==> config.mk <==
export PLATFORM = sky130hd
export DESIGN_NAME = down_sram_drain_reader_flat
export DESIGN_NICKNAME = d
export VERILOG_FILES = /design/src/rtl/sa_drain_pkg.sv /design/src/rtl/down_sram_drain_reader_if.sv /design/src/rtl/drain_col_serializer.sv /design/src/rtl/down_sram_drain_reader.sv /design/src/flat_wrapper.sv
export SDC_FILE = /design/constraint.sdc
export NUM_CORES = 1
export LEC_CHECK = 0
export ABC_CLOCK_PERIOD_IN_PS = 2640
export BUFFER_PORTS_ARGS = -buffer_cell sky130_fd_sc_hd__buf_4
export CAP_MARGIN = 20
export CORE_MARGIN = 2
export CORE_UTILIZATION = 42
export CTS_BUF_LIST = sky130_fd_sc_hd__clkbuf_16
export DETAILED_ROUTE_END_ITERATION = 7
export PLACE_DENSITY = 0.67
export RECOVER_POWER = 100
export SYNTH_ARGS = -nofsm -noshare
export SYNTH_HDL_FRONTEND = slang
export SYNTH_SLANG_ARGS = --single-unit
==> constraint.sdc <==
create_clock -name clk -period 2.64 [get_ports clk]
set_input_delay 0.528 -clock clk [delete_from_list [all_inputs] [get_ports clk]]
set_output_delay 0.528 -clock clk [all_outputs]
set_load 0.05 [all_outputs]
==> src/rtl/sa_drain_pkg.sv <==
// ----------------------------------------------------------------------------
// sa_drain_pkg
// Shared definitions for the DOWN SRAM drain reader.
//   drain_state_e : drain FSM states (IDLE, FETCH, CAPTURE, SEND, DONE)
//   word_count()  : number of words in an inclusive address range whose end
//                   may wrap through the top of the bank back to address 0
// ----------------------------------------------------------------------------
package sa_drain_pkg;

    typedef enum logic [2:0] {
        IDLE    = 3'd0,
        FETCH   = 3'd1,
        CAPTURE = 3'd2,
        SEND    = 3'd3,
        DONE    = 3'd4
    } drain_state_e;

    // ((end - start) mod 2^aw) + 1; start == end gives one word.
    function automatic int unsigned word_count(input int unsigned start_addr,
                                               input int unsigned end_addr,
                                               input int unsigned aw);
        return ((end_addr - start_addr) & ((32'd1 << aw) - 32'd1)) + 32'd1;
    endfunction

endpackage

==> src/rtl/down_sram_drain_reader_if.sv <==
// ----------------------------------------------------------------------------
// down_sram_drain_reader_if
// Single-element valid/ready stream carrying accumulator elements.
//   valid : element valid (source -> sink)
//   data  : element, OUT_DATA_WIDTH bits (source -> sink)
//   last  : final element of the drained range (source -> sink)
//   ready : sink accepts (sink -> source)
// Modports: master = stream source, slave = stream sink.
// ----------------------------------------------------------------------------
interface down_sram_drain_reader_if #(
    parameter int OUT_DATA_WIDTH = 32
);
    logic                      valid;
    logic [OUT_DATA_WIDTH-1:0] data;
    logic                      last;
    logic                      ready;

    modport master (output valid, output data, output last, input ready);
    modport slave  (input valid, input data, input last, output ready);
endinterface

==> src/rtl/drain_col_serializer.sv <==
// ----------------------------------------------------------------------------
// drain_col_serializer
// Holds one NUM_COL-wide word and presents its columns, column 0 first, on a
// valid/ready stream.
//   clk, rst      : clock, synchronous active-high reset
//   i_load        : load i_load_word/i_load_final and restart at column 0
//   i_load_word   : NUM_COL*OUT_DATA_WIDTH word to serialize
//   i_load_final  : the loaded word is the last of the range
//   i_ready       : downstream accept
//   o_valid/o_data/o_last : stream outputs
//   o_last_hs     : handshake of column NUM_COL-1 this cycle
// ----------------------------------------------------------------------------
module drain_col_serializer #(
    parameter int NUM_COL        = 4,
    parameter int OUT_DATA_WIDTH = 32
) (
    input  logic                              clk,
    input  logic                              rst,
    input  logic                              i_load,
    input  logic [NUM_COL*OUT_DATA_WIDTH-1:0] i_load_word,
    input  logic                              i_load_final,
    input  logic                              i_ready,
    output logic                              o_valid,
    output logic [OUT_DATA_WIDTH-1:0]         o_data,
    output logic                              o_last,
    output logic                              o_last_hs
);
    localparam int COL_W = (NUM_COL > 1) ? $clog2(NUM_COL) : 1;
    localparam logic [COL_W-1:0] LAST_COL = COL_W'(NUM_COL - 1);

    logic [NUM_COL*OUT_DATA_WIDTH-1:0] word_q, word_d;
    logic [COL_W-1:0]                  col_q, col_d;
    logic                              valid_q, valid_d;
    logic                              final_q, final_d;
    logic                              at_last;
    logic                              hs;

    assign at_last   = (col_q == LAST_COL);
    assign hs        = valid_q & i_ready;
    assign o_last_hs = hs & at_last;
    assign o_valid   = valid_q;
    assign o_last    = valid_q & final_q & at_last;
    assign o_data    = valid_q ? word_q[int'(col_q)*OUT_DATA_WIDTH +: OUT_DATA_WIDTH]
                               : '0;

    always_comb begin
        word_d  = word_q;
        col_d   = col_q;
        valid_d = valid_q;
        final_d = final_q;
        if (hs) begin
            if (at_last) begin
                valid_d = 1'b0;
                col_d   = '0;
            end else begin
                col_d   = col_q + COL_W'(1);
            end
        end
        // A load on the last-column handshake chains the next word with no gap.
        if (i_load) begin
            word_d  = i_load_word;
            col_d   = '0;
            valid_d = 1'b1;
            final_d = i_load_final;
        end
    end

    always_ff @(posedge clk) begin
        if (rst) begin
            word_q  <= '0;
            col_q   <= '0;
            valid_q <= 1'b0;
            final_q <= 1'b0;
        end else begin
            word_q  <= word_d;
            col_q   <= col_d;
            valid_q <= valid_d;
            final_q <= final_d;
        end
    end
endmodule

==> src/rtl/down_sram_drain_reader.sv <==
// ----------------------------------------------------------------------------
// down_sram_drain_reader
// Reads an inclusive (possibly wrapping) range of DOWN SRAM words on a start
// pulse and streams their columns, column 0 first, on a valid/ready stream.
//   clk, rst            : clock, synchronous active-high reset
//   i_start             : start request, taken only in IDLE
//   i_rd_start_addr     : first word address (latched on accepted start)
//   i_rd_end_addr       : last word address, inclusive (latched likewise)
//   o_busy              : drain in progress (through the DONE cycle)
//   o_done              : one-cycle pulse after the final handshake
//   o_down_rd_en/addr   : SRAM read port, data returns one cycle later
//   i_down_rd_data      : SRAM read data
//   m_strm              : element stream (master modport)
// Build option: define DRAIN_PREFETCH_EN to fetch word k+1 while word k is
// being sent, removing the inter-word bubbles.
// ----------------------------------------------------------------------------
module down_sram_drain_reader
    import sa_drain_pkg::*;
#(
    parameter int NUM_COL              = 4,
    parameter int OUT_DATA_WIDTH       = 32,
    parameter int LOG2_SRAM_BANK_DEPTH = 5
) (
    input  logic                              clk,
    input  logic                              rst,
    input  logic                              i_start,
    input  logic [LOG2_SRAM_BANK_DEPTH-1:0]   i_rd_start_addr,
    input  logic [LOG2_SRAM_BANK_DEPTH-1:0]   i_rd_end_addr,
    output logic                              o_busy,
    output logic                              o_done,
    output logic                              o_down_rd_en,
    output logic [LOG2_SRAM_BANK_DEPTH-1:0]   o_down_rd_addr,
    input  logic [NUM_COL*OUT_DATA_WIDTH-1:0] i_down_rd_data,
    down_sram_drain_reader_if.master          m_strm
);
    localparam int AW     = LOG2_SRAM_BANK_DEPTH;
    localparam int CNT_W  = LOG2_SRAM_BANK_DEPTH + 1;
    localparam int WORD_W = NUM_COL * OUT_DATA_WIDTH;

    drain_state_e      state_q, state_d;
    logic [AW-1:0]     addr_q, addr_d;
    // Words of the range whose read has not been issued yet.
    logic [CNT_W-1:0]  rem_q, rem_d;
    logic              ld;
    logic              ld_final;
    logic [WORD_W-1:0] ld_data;
    logic              last_hs;
    logic              rd_en;

`ifdef DRAIN_PREFETCH_EN
    logic              pf_issued_q, pf_issued_d;  // next word's read already issued
    logic              rd_pend_q, rd_pend_d;      // prefetch data on the bus this cycle
    logic              pf_valid_q, pf_valid_d;    // prefetch register holds a word
    logic [WORD_W-1:0] pf_word_q, pf_word_d;
`endif

    assign o_down_rd_en   = rd_en;
    assign o_down_rd_addr = rd_en ? addr_q : '0;
    assign o_busy         = (state_q != IDLE);

    always_comb begin
        state_d  = state_q;
        addr_d   = addr_q;
        rem_d    = rem_q;
        rd_en    = 1'b0;
        o_done   = 1'b0;
        ld       = 1'b0;
        ld_final = 1'b0;
        ld_data  = i_down_rd_data;
`ifdef DRAIN_PREFETCH_EN
        pf_issued_d = pf_issued_q;
        rd_pend_d   = 1'b0;
        pf_valid_d  = pf_valid_q;
        pf_word_d   = pf_word_q;
`endif
        case (state_q)
            IDLE: begin
                if (i_start) begin
                    state_d = FETCH;
                    addr_d  = i_rd_start_addr;
                    rem_d   = CNT_W'(word_count(32'(i_rd_start_addr),
                                                32'(i_rd_end_addr), 32'(AW)));
                end
            end
            FETCH: begin
                rd_en   = 1'b1;
                addr_d  = addr_q + AW'(1);
                rem_d   = rem_q - CNT_W'(1);
                state_d = CAPTURE;
            end
            CAPTURE: begin
                ld       = 1'b1;
                ld_final = (rem_q == '0);
                state_d  = SEND;
`ifdef DRAIN_PREFETCH_EN
                pf_issued_d = 1'b0;
`endif
            end
            SEND: begin
`ifdef DRAIN_PREFETCH_EN
                if (!pf_issued_q && (rem_q != '0)) begin
                    rd_en       = 1'b1;
                    addr_d      = addr_q + AW'(1);
                    rem_d       = rem_q - CNT_W'(1);
                    pf_issued_d = 1'b1;
                    rd_pend_d   = 1'b1;
                end
                // Park returning prefetch data unless it is consumed directly.
                if (rd_pend_q && !last_hs) begin
                    pf_word_d  = i_down_rd_data;
                    pf_valid_d = 1'b1;
                end
                if (last_hs) begin
                    if (pf_valid_q) begin
                        ld          = 1'b1;
                        ld_data     = pf_word_q;
                        ld_final    = (rem_q == '0);
                        pf_valid_d  = 1'b0;
                        pf_issued_d = 1'b0;
                    end else if (rd_pend_q) begin
                        ld          = 1'b1;
                        ld_final    = (rem_q == '0);
                        pf_issued_d = 1'b0;
                    end else if (pf_issued_d) begin
                        // Read issued this very cycle (NUM_COL == 1): one bubble.
                        state_d = CAPTURE;
                    end else begin
                        state_d = DONE;
                    end
                end
`else
                if (last_hs) begin
                    state_d = (rem_q != '0) ? FETCH : DONE;
                end
`endif
            end
            DONE: begin
                o_done  = 1'b1;
                state_d = IDLE;
            end
            default: state_d = IDLE;
        endcase
    end

    always_ff @(posedge clk) begin
        if (rst) begin
            state_q <= IDLE;
            addr_q  <= '0;
            rem_q   <= '0;
`ifdef DRAIN_PREFETCH_EN
            pf_issued_q <= 1'b0;
            rd_pend_q   <= 1'b0;
            pf_valid_q  <= 1'b0;
            pf_word_q   <= '0;
`endif
        end else begin
            state_q <= state_d;
            addr_q  <= addr_d;
            rem_q   <= rem_d;
`ifdef DRAIN_PREFETCH_EN
            pf_issued_q <= pf_issued_d;
            rd_pend_q   <= rd_pend_d;
            pf_valid_q  <= pf_valid_d;
            pf_word_q   <= pf_word_d;
`endif
        end
    end

    drain_col_serializer #(
        .NUM_COL        (NUM_COL),
        .OUT_DATA_WIDTH (OUT_DATA_WIDTH)
    ) u_ser (
        .clk          (clk),
        .rst          (rst),
        .i_load       (ld),
        .i_load_word  (ld_data),
        .i_load_final (ld_final),
        .i_ready      (m_strm.ready),
        .o_valid      (m_strm.valid),
        .o_data       (m_strm.data),
        .o_last       (m_strm.last),
        .o_last_hs    (last_hs)
    );
endmodule

==> src/flat_wrapper.sv <==
// flat-port wrapper written by rule: the top's interface ports become plain ports
module down_sram_drain_reader_flat import sa_drain_pkg::*;
#(
    parameter int NUM_COL              = 4,
    parameter int OUT_DATA_WIDTH       = 32,
    parameter int LOG2_SRAM_BANK_DEPTH = 5
)
  (clk, rst, i_start, i_rd_start_addr, i_rd_end_addr, o_busy, o_done, o_down_rd_en, o_down_rd_addr, i_down_rd_data, m_strm_valid, m_strm_data, m_strm_last, m_strm_ready);
  down_sram_drain_reader_if #(.OUT_DATA_WIDTH(OUT_DATA_WIDTH)) m_strm_i ();
  input  logic clk;
  input  logic rst;
  input  logic i_start;
  input  logic [LOG2_SRAM_BANK_DEPTH-1:0] i_rd_start_addr;
  input  logic [LOG2_SRAM_BANK_DEPTH-1:0] i_rd_end_addr;
  output logic o_busy;
  output logic o_done;
  output logic o_down_rd_en;
  output logic [LOG2_SRAM_BANK_DEPTH-1:0] o_down_rd_addr;
  input  logic [NUM_COL*OUT_DATA_WIDTH-1:0] i_down_rd_data;
  output wire logic [$bits(m_strm_i.valid)-1:0] m_strm_valid;
  output wire logic [$bits(m_strm_i.data)-1:0] m_strm_data;
  output wire logic [$bits(m_strm_i.last)-1:0] m_strm_last;
  input wire logic [$bits(m_strm_i.ready)-1:0] m_strm_ready;
  assign m_strm_valid = m_strm_i.valid;
  assign m_strm_data = m_strm_i.data;
  assign m_strm_last = m_strm_i.last;
  assign m_strm_i.ready = m_strm_ready;
  down_sram_drain_reader #(.NUM_COL(NUM_COL), .OUT_DATA_WIDTH(OUT_DATA_WIDTH), .LOG2_SRAM_BANK_DEPTH(LOG2_SRAM_BANK_DEPTH)) u_core (.clk(clk), .rst(rst), .i_start(i_start), .i_rd_start_addr(i_rd_start_addr), .i_rd_end_addr(i_rd_end_addr), .o_busy(o_busy), .o_done(o_done), .o_down_rd_en(o_down_rd_en), .o_down_rd_addr(o_down_rd_addr), .i_down_rd_data(i_down_rd_data), .m_strm(m_strm_i));
endmodule
==> flow_summary.ini, run 1 <==
[drt]
first_pass_iters = 4
wl_per_cell_um = 15.1
drc_errors = 0
vias = 5901
antenna_left = 0
drt_iter0_markers = 274
wl_um = 17100
viasPerCell = 5.19

[placement]
place_congestion = 0.839
hpwl_um = 11600
dp_slack_ns = 0.409
io_buffer_count = 183

[clock_tree]
cts_hold_buf = 0
clock_latency_ns = 0.43
path_clk_slew_ns = 0.07
cts-resized-gates = 0
clkSinkCount = 146
postCtsSetupBuffers = 0
cts_root_buf = clkbuf_16
cts_tree = done
clk_path_buf_depth = 2
htree_num_levels = 4
cts_buffers = 17

[synth]
avgSynthCellArea_um2 = 8.35
async_reset_ff_frac = 0
ys.warnings.count = 0
yosysUniqueCellTypes = 42
postSynthCellCount = 781
synth_top_area_share = 0.448
synth_area_um2 = 6520
synth_edf_count = 0
synth_seq_cells = 146
syn_nets = 933
synth_area_leaders = dfxtp_1 45%, nand2_1 15%, mux4_2 11%
synth_top_flop_cell = dfxtp_1
synth_area_leader_cell = dfxtp_1
ys_seq_area_frac = 0.448

[power_and_ir_drop]
power_density_nw_per_um2 = 824
leakage_uw = 0.00341
irDropWorstVdd_mv = 0.481

[sta]
fin_crit_ns = 2.50
worstMarginPinSlew_ns = 1.24
timing.final.crit_share = 0.948
setup_viol = 0
fin_skew_ns = 0.00759
hold_viol_final = 0
fmax_mhz = 400
fin_setup_tns_ns = 0
rsz0062_at_grt = no
maxSlewViolCount = 0
fin_ws_ns = 0.137
slew_headroom = 0.168

[die]
row_count = 45
die-height_um = 129
boundaryPins = 184
initial_core_util = 0.429
core_area_um2 = 15200
die_w_um = 129
dieArea_um2 = 16500

[worst_setup_path]
worst_setup_path_end_kind = output port
crit_arrival_ns = 1.97
crit_required_ns = 2.11
reg2reg_from = u_core.state_q[0]
r2r_setup_slack_ns = 0.32
worst-path-max-fanout = 14
critPathLaunchType = flop
crit_type = reg2out
crit_path_start = u_core.u_ser.col_q[0]

[global_routing]
grt_overflow = 0
grt_pass1_vias = 5663
grt_max_degree = 82
grt_usage = 0.208
grt_pass1_wl_um = 27400
antenna_found_initial = 0

[final_layout]
syn_to_final_growth_pct = 31.9
nets = 1090
num_antenna_cells = 0
drive_gt1_frac = 0.277

[flow_run]
maxCapViolCount = 0

[worst_hold_path]
hold_class = in2reg
hp-start = i_down_rd_data[37]

[outcome]
status = completed
-- layer usage --
metal | part of all wire | up-vias | wire, µm | global-route usage
li1 | - | 2940 | - | -
met1 | 0.44 | 2784 | 7520 | 0.269
met2 | 0.48 | 158 | 8300 | 0.337
met3 | 0.060 | 19 | 1030 | 0.0557
met4 | 0.017 | 0 | 286 | 0.0786
met5 | 0 | - | 0 | 0
-- synthesized netlist by cell type, types with 4 or more instances --
library cell and count:
dfxtp_1 146, nor3_1 9, nor2_1 18, buf_2 22, o21ai_0 6, a21oi_1 138, mux4_2 32, clkbuf_1 37
ha_1 9, nand2_1 265, a211oi_1 4, nand3_1 5, xnor2_1 5, and2_1 37, inv_1 10
-- final cells by class --
type,instances,area (µm²)
Tap cell,188,235
Sequential cell,146,2930
Multi-Input combinational cell,562,3280
Fill cell,1428,6600
Timing Repair Buffer,200,1450
Inverter,11,53.8
Clock buffer,17,425
Clock inverter,14,229
-- path summary, 6_finish.rpt --
kind / cells after the start / end
worst max-delay path: 4 / m_strm_data[8]
worst min-delay path: 3 / u_core.u_ser.word_q[37]
worst max register to register: 5 / u_core.u_ser.word_q[66]
worst min register to register: 2 / u_core.u_ser.word_q[119]
-- sequential cells by signal (all words and copies together), names as in the netlist --
signal / cells
u_core.u_ser.o_valid: 1
u_core.u_ser.word_q: 128
u_core.u_ser.final_q: 1
u_core.state_q: 3
u_core.rem_q: 6
u_core.u_ser.col_q: 2
u_core.addr_q: 5
-- power breakdown --
group,leakage (µW),switching (µW),total [µW],internal [µW]
clock network,0.000312,985,2680,1690
registers,0.00119,190,2710,2520
logic,0.00191,1020,1700,677
-- through the flow --
step	utilization	hold WS [ns]	power, µW	instances	area [µm²]
global route	0.566	0.335	7480	1138	8600
finish	0.566	0.343	7080	1138	8600
global placement	0.529	0.439	4480	1107	8040
detailed placement	0.529	0.445	4510	1107	8040
CTS	0.572	0.327	7200	1138	8690
floorplan	-	0.433	3960	781	6520
-- cell usage in the layout, fill, tap and decap left out, types with 2 or more instances in the layout --
cell type,instances
buf_12,3
a21o_1,3
xor2_1,3
clkbuf_2,20
dfxtp_1,144
clkbuf_16,17
nand3b_1,3
nor3_1,9
clkinvlp_4,2
xnor2_1,5
nor2_1,19
nand2_1,264
a21oi_1,138
o21ai_0,6
clkbuf_1,5
ha_1,9
mux4_2,32
buf_2,9
a221oi_1,3
and2_1,36
bufinv_16,5
inv_6,3
clkbuf_4,11
mux2i_1,2
a211oi_1,4
buf_4,151
clkinv_4,3
nand3_1,5
a31oi_1,2
inv_1,10
-- worst max-delay path: stages (launching register included) --
cell and delay (ns):
dfxtp_2 0.33, buf_4 0.29, mux4_2 0.53, and2_1 0.19, clkbuf_4 0.21
-- cell families after synthesis --
family / after synthesis / share of synthesized area
AO/OA/AOI/OAI: 163 / 0.133
flip-flops: 146 / 0.448
adder cells (fa/ha/maj): 10 / 0.0203
buffers and inverters: 73 / 0.0493
AND/OR/NAND/NOR: 347 / 0.224
XOR/XNOR: 8 / 0.0107
multiplexers: 34 / 0.114
Note: power is estimated with default switching activity, not from simulation.
==> inputs of run 2 (changes only) <==
- CORE_UTILIZATION: 42 -> 34
- PLACE_DENSITY: 0.67 -> default
==> run 2 against run 1 <==
Against the previous run:
- first-iteration DRC count fell by 3.6%
- total power fell by 0.81%
- worst setup slack improved by 0.0043 ns
- worst hold slack improved by 0.016 ns
- critical path depth did not move
- core utilization fell by 10 points
- count of clock-buffer cells in the layout did not move
- via count fell by 1.9%
- sequential power barely moved
- clock skew rose by 0.0010 ns
- largest cell class unchanged
==> flow_summary.ini, run 2 (synthesized netlist as in run 1, its figures left out) <==
[outcome]
status = completed

[drt]
drc_errors = 0
wl_um = 17900
antenna_left = 0
first_pass_iters = 4
wl_per_cell_um = 15.2
drt_iter0_markers = 264
vias = 5790
viasPerCell = 4.91

[worst_hold_path]
hold_class = in2reg
hold-path-endpoint = u_core.u_ser.word_q[80]
min_path_cells = 3
hp-start = i_down_rd_data[80]

[global_routing]
grt_usage = 0.177
grt_pass1_vias = 5645
grt_pass1_wl_um = 28300
grt_max_degree = 132
grt_overflow = 0
antenna_found_initial = 1

[sta]
worstMarginPinSlew_ns = 1.33
slew_headroom = 0.113
fin_crit_ns = 2.50
fin_setup_tns_ns = 0
timing.final.crit_share = 0.946
setup_viol = 0
rsz0062_at_grt = no
maxSlewViolCount = 0
fmax_mhz = 400
fin_skew_ns = 0.00861
hold_viol_final = 0

[worst_setup_path]
worstRegToRegCells = 5
cpPeakStageDelay_ns = 0.59
reg2reg_to = u_core.u_ser.word_q[68]
reg2reg_from = u_core.state_q[0]
critPathLaunchType = flop
r2r_setup_slack_ns = 0.32
worst_setup_path_end_kind = output port
crit_type = reg2out
worst-path-max-fanout = 24
crit_chain = buf_12, ha_1, and3_1, clkbuf_4
cp_slowest_cell = dfxtp_2
crit_required_ns = 2.11
crit_arrival_ns = 1.97

[flow_run]
maxCapViolCount = 0

[final_layout]
syn_to_final_growth_pct = 32.9
drive_gt1_frac = 0.272
largest_register = u_core.u_ser.word_q
reg_top3 = u_core.u_ser.word_q x128, u_core.rem_q x6, u_core.addr_q x5
largest_reg_flops = 128
most-common-layout-cells = 264 x nand2_1, 149 x buf_4, 144 x dfxtp_1
final_common_cell = nand2_1
nets = 1085
utilization = 0.462

[clock_tree]
clk_path_buf_depth = 2
cts-resized-gates = 0
clock_latency_ns = 0.41
cts_buffers = 17
postCtsSetupBuffers = 0
cts_hold_buf = 0
cts_tree = done
clkSinkCount = 146
cts_root_buf = clkbuf_16
path_clk_slew_ns = 0.06
htree_num_levels = 4

[power_and_ir_drop]
irDropWorstVdd_mv = 0.395
leakage_uw = 0.00339
power_density_nw_per_um2 = 811

[die]
row_count = 50
core_area_um2 = 18800
boundaryPins = 184
initial_core_util = 0.347
die_w_um = 142
die-height_um = 142
dieArea_um2 = 20300

[placement]
place_congestion = 0.792
hpwl_um = 11800
io_buffer_count = 183
-- run 2: area by class of cell --
cell class / instances / area, µm²
sequential: 146 / 2930
fill: 1880 / 10100
clock inverter: 13 / 210
inverter: 11 / 53.8
timing repair buffer: 195 / 1470
antenna: 1 / 2.50
multi-input combinational: 562 / 3280
clock buffer: 17 / 425
tap: 234 / 293
-- run 2: layer usage --
| metal | wire length [µm] | global-route usage | part of all wire |
|---|---|---|---|
| met5 | 0 | 0 | 0 |
| met2 | 8590 | 0.290 | 0.48 |
| met4 | 193 | 0.0511 | 0.011 |
| met1 | 8240 | 0.230 | 0.46 |
| met3 | 848 | 0.0437 | 0.047 |
-- run 2: how the worst max path moves through the flow --
stage | cells past startpoint | to | from | slack, ns
floorplan | 6 | o_down_rd_addr[0] | u_core.state_q[1] | 0.35
global placement | 10 | u_core.rem_q[4] | i_rd_end_addr[0] | 0.45
detailed placement | 9 | u_core.rem_q[5] | i_rd_end_addr[0] | 0.40
CTS | 4 | m_strm_data[11] | u_core.u_ser.col_q[1] | 0.08
global route | 4 | m_strm_data[0] | u_core.u_ser.col_q[1] | 0.02
finish | 4 | m_strm_last | u_core.u_ser.col_q[1] | 0.14
-- run 2: through the flow --
stage	area, µm²	hold slack, ns	total power (µW)	worst slack [ns]	std cells
2_1_floorplan	6520	0.433	3960	0.352	781
3_3_place_gp	8080	0.440	4480	0.446	1148
3_5_place_dp	8080	0.444	4520	0.399	1148
4_1_cts	8720	0.334	7140	0.0763	1178
5_1_grt	8660	0.340	7420	0.0222	1178
6_report	8660	0.359	7030	0.142	1179
-- run 2: power by group --
| group | switching (µW) | leakage (µW) | internal, µW |
|---|---|---|---|
| Combinational | 1030 | 0.00189 | 673 |
| Clock | 930 | 0.000311 | 1670 |
| Sequential | 199 | 0.00119 | 2520 |
| Total | 2160 | 0.00339 | 4870 |
-- run 2: critical path: cells and delay by family (launching register included) --
| kind | cells | cell delay [ns] |
|---|---|---|
| simple gates | 1 | 0.22 |
| buf+inv | 2 | 0.51 |
| fa+ha+maj | 1 | 0.24 |
| flops | 1 | 0.59 |
==> inputs of run 3 (changes only) <==
--- a/constraint.sdc
+++ b/constraint.sdc
@@ -3,2 +3,2 @@
 set_output_delay 0.528 -clock clk [all_outputs]
-set_load 0.05 [all_outputs]
+set_load 0.1 [all_outputs]
==> run 3 against run 2 <==
Against the previous run:
- sequential share of layout area fell by 0.42 points
- sequential cell count did not move
- total power grew 2.1%
- clock skew increased by 0.00083 ns
- sequential power about the same
- cell count is 0.42% higher
- critical endpoint is now m_strm_data[18]
- via count increased by 0.78%
- die area did not move
- first-iteration DRC count increased by 30%
- combinational power up 10%
==> flow_summary.ini, run 3 (synthesized netlist as in run 1, its figures left out) <==
[worst_setup_path]
crit_required_ns = 2.11
crit_type = reg2out
cpPeakStageDelay_ns = 0.52
crit_arrival_ns = 2.01
critPathLaunchType = flop
worst_setup_path_end_kind = output port
critical-path-top-delay-family = buffers and inverters
worst-path-max-fanout = 19
crit_chain = buf_6, mux4_2, and2_2, clkbuf_4
timing.critical_path.buf_inv = 2
cp_slowest_cell = mux4_2

[clock_tree]
clock_latency_ns = 0.42
postCtsSetupBuffers = 0
htree_num_levels = 4
cts_buffers = 17
path_clk_slew_ns = 0.06
cts_root_buf = clkbuf_16
cts_tree = done
clk_path_buf_depth = 2
clkSinkCount = 146

[flow_run]
maxCapViolCount = 0

[drt]
viasPerCell = 4.93
first_pass_iters = 4
antenna_left = 0
drc_errors = 0
vias = 5835
wl_per_cell_um = 15.2
drt_iter0_markers = 342
wl_um = 18000

[sta]
fin_setup_tns_ns = 0
setup_viol = 0
maxSlewViolCount = 0
rsz0062_at_grt = no
fmax_mhz = 394
hold_viol_final = 0
fin_skew_ns = 0.00944
slew_headroom = 0.356
worstMarginPinSlew_ns = 0.966
fin_crit_ns = 2.54
timing.final.crit_share = 0.961

[final_layout]
final_cell_count_no_fill = 1184
drive_gt1_frac = 0.317
final_common_cell = nand2_1
nets = 1089
largest_reg_flops = 128
most-common-layout-cells = 264 x nand2_1, 171 x buf_4, 144 x dfxtp_1
reg_top3 = u_core.u_ser.word_q x128, u_core.rem_q x6, u_core.addr_q x5
syn_to_final_growth_pct = 34.6
final_area_um2 = 8770
largest_register = u_core.u_ser.word_q
num_antenna_cells = 0

[global_routing]
grt_pass1_wl_um = 28300
grt_overflow = 0
grt_usage = 0.178
grt_max_degree = 57
grt_pass1_vias = 5509
antenna_found_initial = 1

[die]
core_area_um2 = 18800
initial_core_util = 0.347
dieArea_um2 = 20300
die-height_um = 142
row_count = 50
boundaryPins = 184
die_w_um = 142

[power_and_ir_drop]
seqPwrFrac = 0.379
combinationalPowerShare = 0.261
switching_power_uw = 2350
intPower_uw = 4830
irDropWorstVdd_mv = 0.404
power_density_nw_per_um2 = 818
switching_share = 0.327
power.share.clock = 0.360
leakage_uw = 0.00346

[worst_hold_path]
hold_class = in2reg

[placement]
dpl-instance-area_um2 = 8160
place_congestion = 0.810
io_buffer_count = 183
hpwl_um = 12300
placed_cells = 1152

[outcome]
status = completed
run 3: changes by cell type in the layout (fill, tap and decap cells not counted), sizes merged:
cell / previous run / this run
buf: 159 / 179
clkbuf: 53 / 37
clkinv: 5 / 7
inv: 13 / 15
bufinv: 5 / 4
clkinvlp: 1 / 0
diode: 1 / 0
run 3: cell type report:
cell class,instances,area (µm²)
multi-input cells,562,3330
flip-flops and latches,146,2930
fillers,1875,10000
inverters,11,53.8
clock buffers,17,425
well taps,234,293
clock inverters,15,208
repair buffers,199,1540
run 3: per-stage QoR:
stage | power [µW] | hold slack, ns | setup slack (ns) | utilization
after floorplan | 4100 | 0.433 | 0.0735 | -
after global placement | 4650 | 0.440 | 0.424 | 0.435
after detailed placement | 4680 | 0.444 | 0.379 | 0.435
after CTS | 7290 | 0.329 | 0.00496 | 0.469
after global routing | 7570 | 0.330 | 0.0148 | 0.467
final | 7180 | 0.350 | 0.102 | 0.467
run 3: worst paths after layout:
kind	start	endpoint	slack (ns)	cells after the start
setup reg to reg	u_core.state_q[0]	u_core.u_ser.word_q[18]	0.43	5
setup / recovery	u_core.u_ser.col_q[0]	m_strm_data[18]	0.10	4
hold / removal	i_down_rd_data[100]	u_core.u_ser.word_q[100]	0.35	3
hold reg to reg	u_core.u_ser.word_q[60]	u_core.u_ser.word_q[60]	0.45	2
run 3: metal layers:
metal	global-route usage	part of all wire	vias to the layer above
met3	0.0488	0.059	18
met5	0	0.00072	-
met2	0.280	0.47	158
li1	-	-	2943
met1	0.238	0.46	2714
met4	0.0594	0.015	2
run 3: worst min-delay path: cells and delay by family:
kind,cells,cell delay [ns]
compound gates,1,0.05
buf+inv,1,0.11
simple gates,1,0.05
run 3: what timing repair did:
item / CTS / global route
endpoints found under the setup margin: 8 / 14
hold buffers: 0 / 0
gates resized for setup: 2 / 1
run 3: power groups by stage:
stage / Sequential [µW] / Combinational [µW] / Clock [µW]
after global placement: 2760 / 1900 / 0
after CTS: 2720 / 1930 / 2650
after global routing: 2760 / 2080 / 2730
after detailed placement: 2760 / 1920 / 0
after floorplan: 2720 / 1380 / 0
final: 2720 / 1870 / 2580
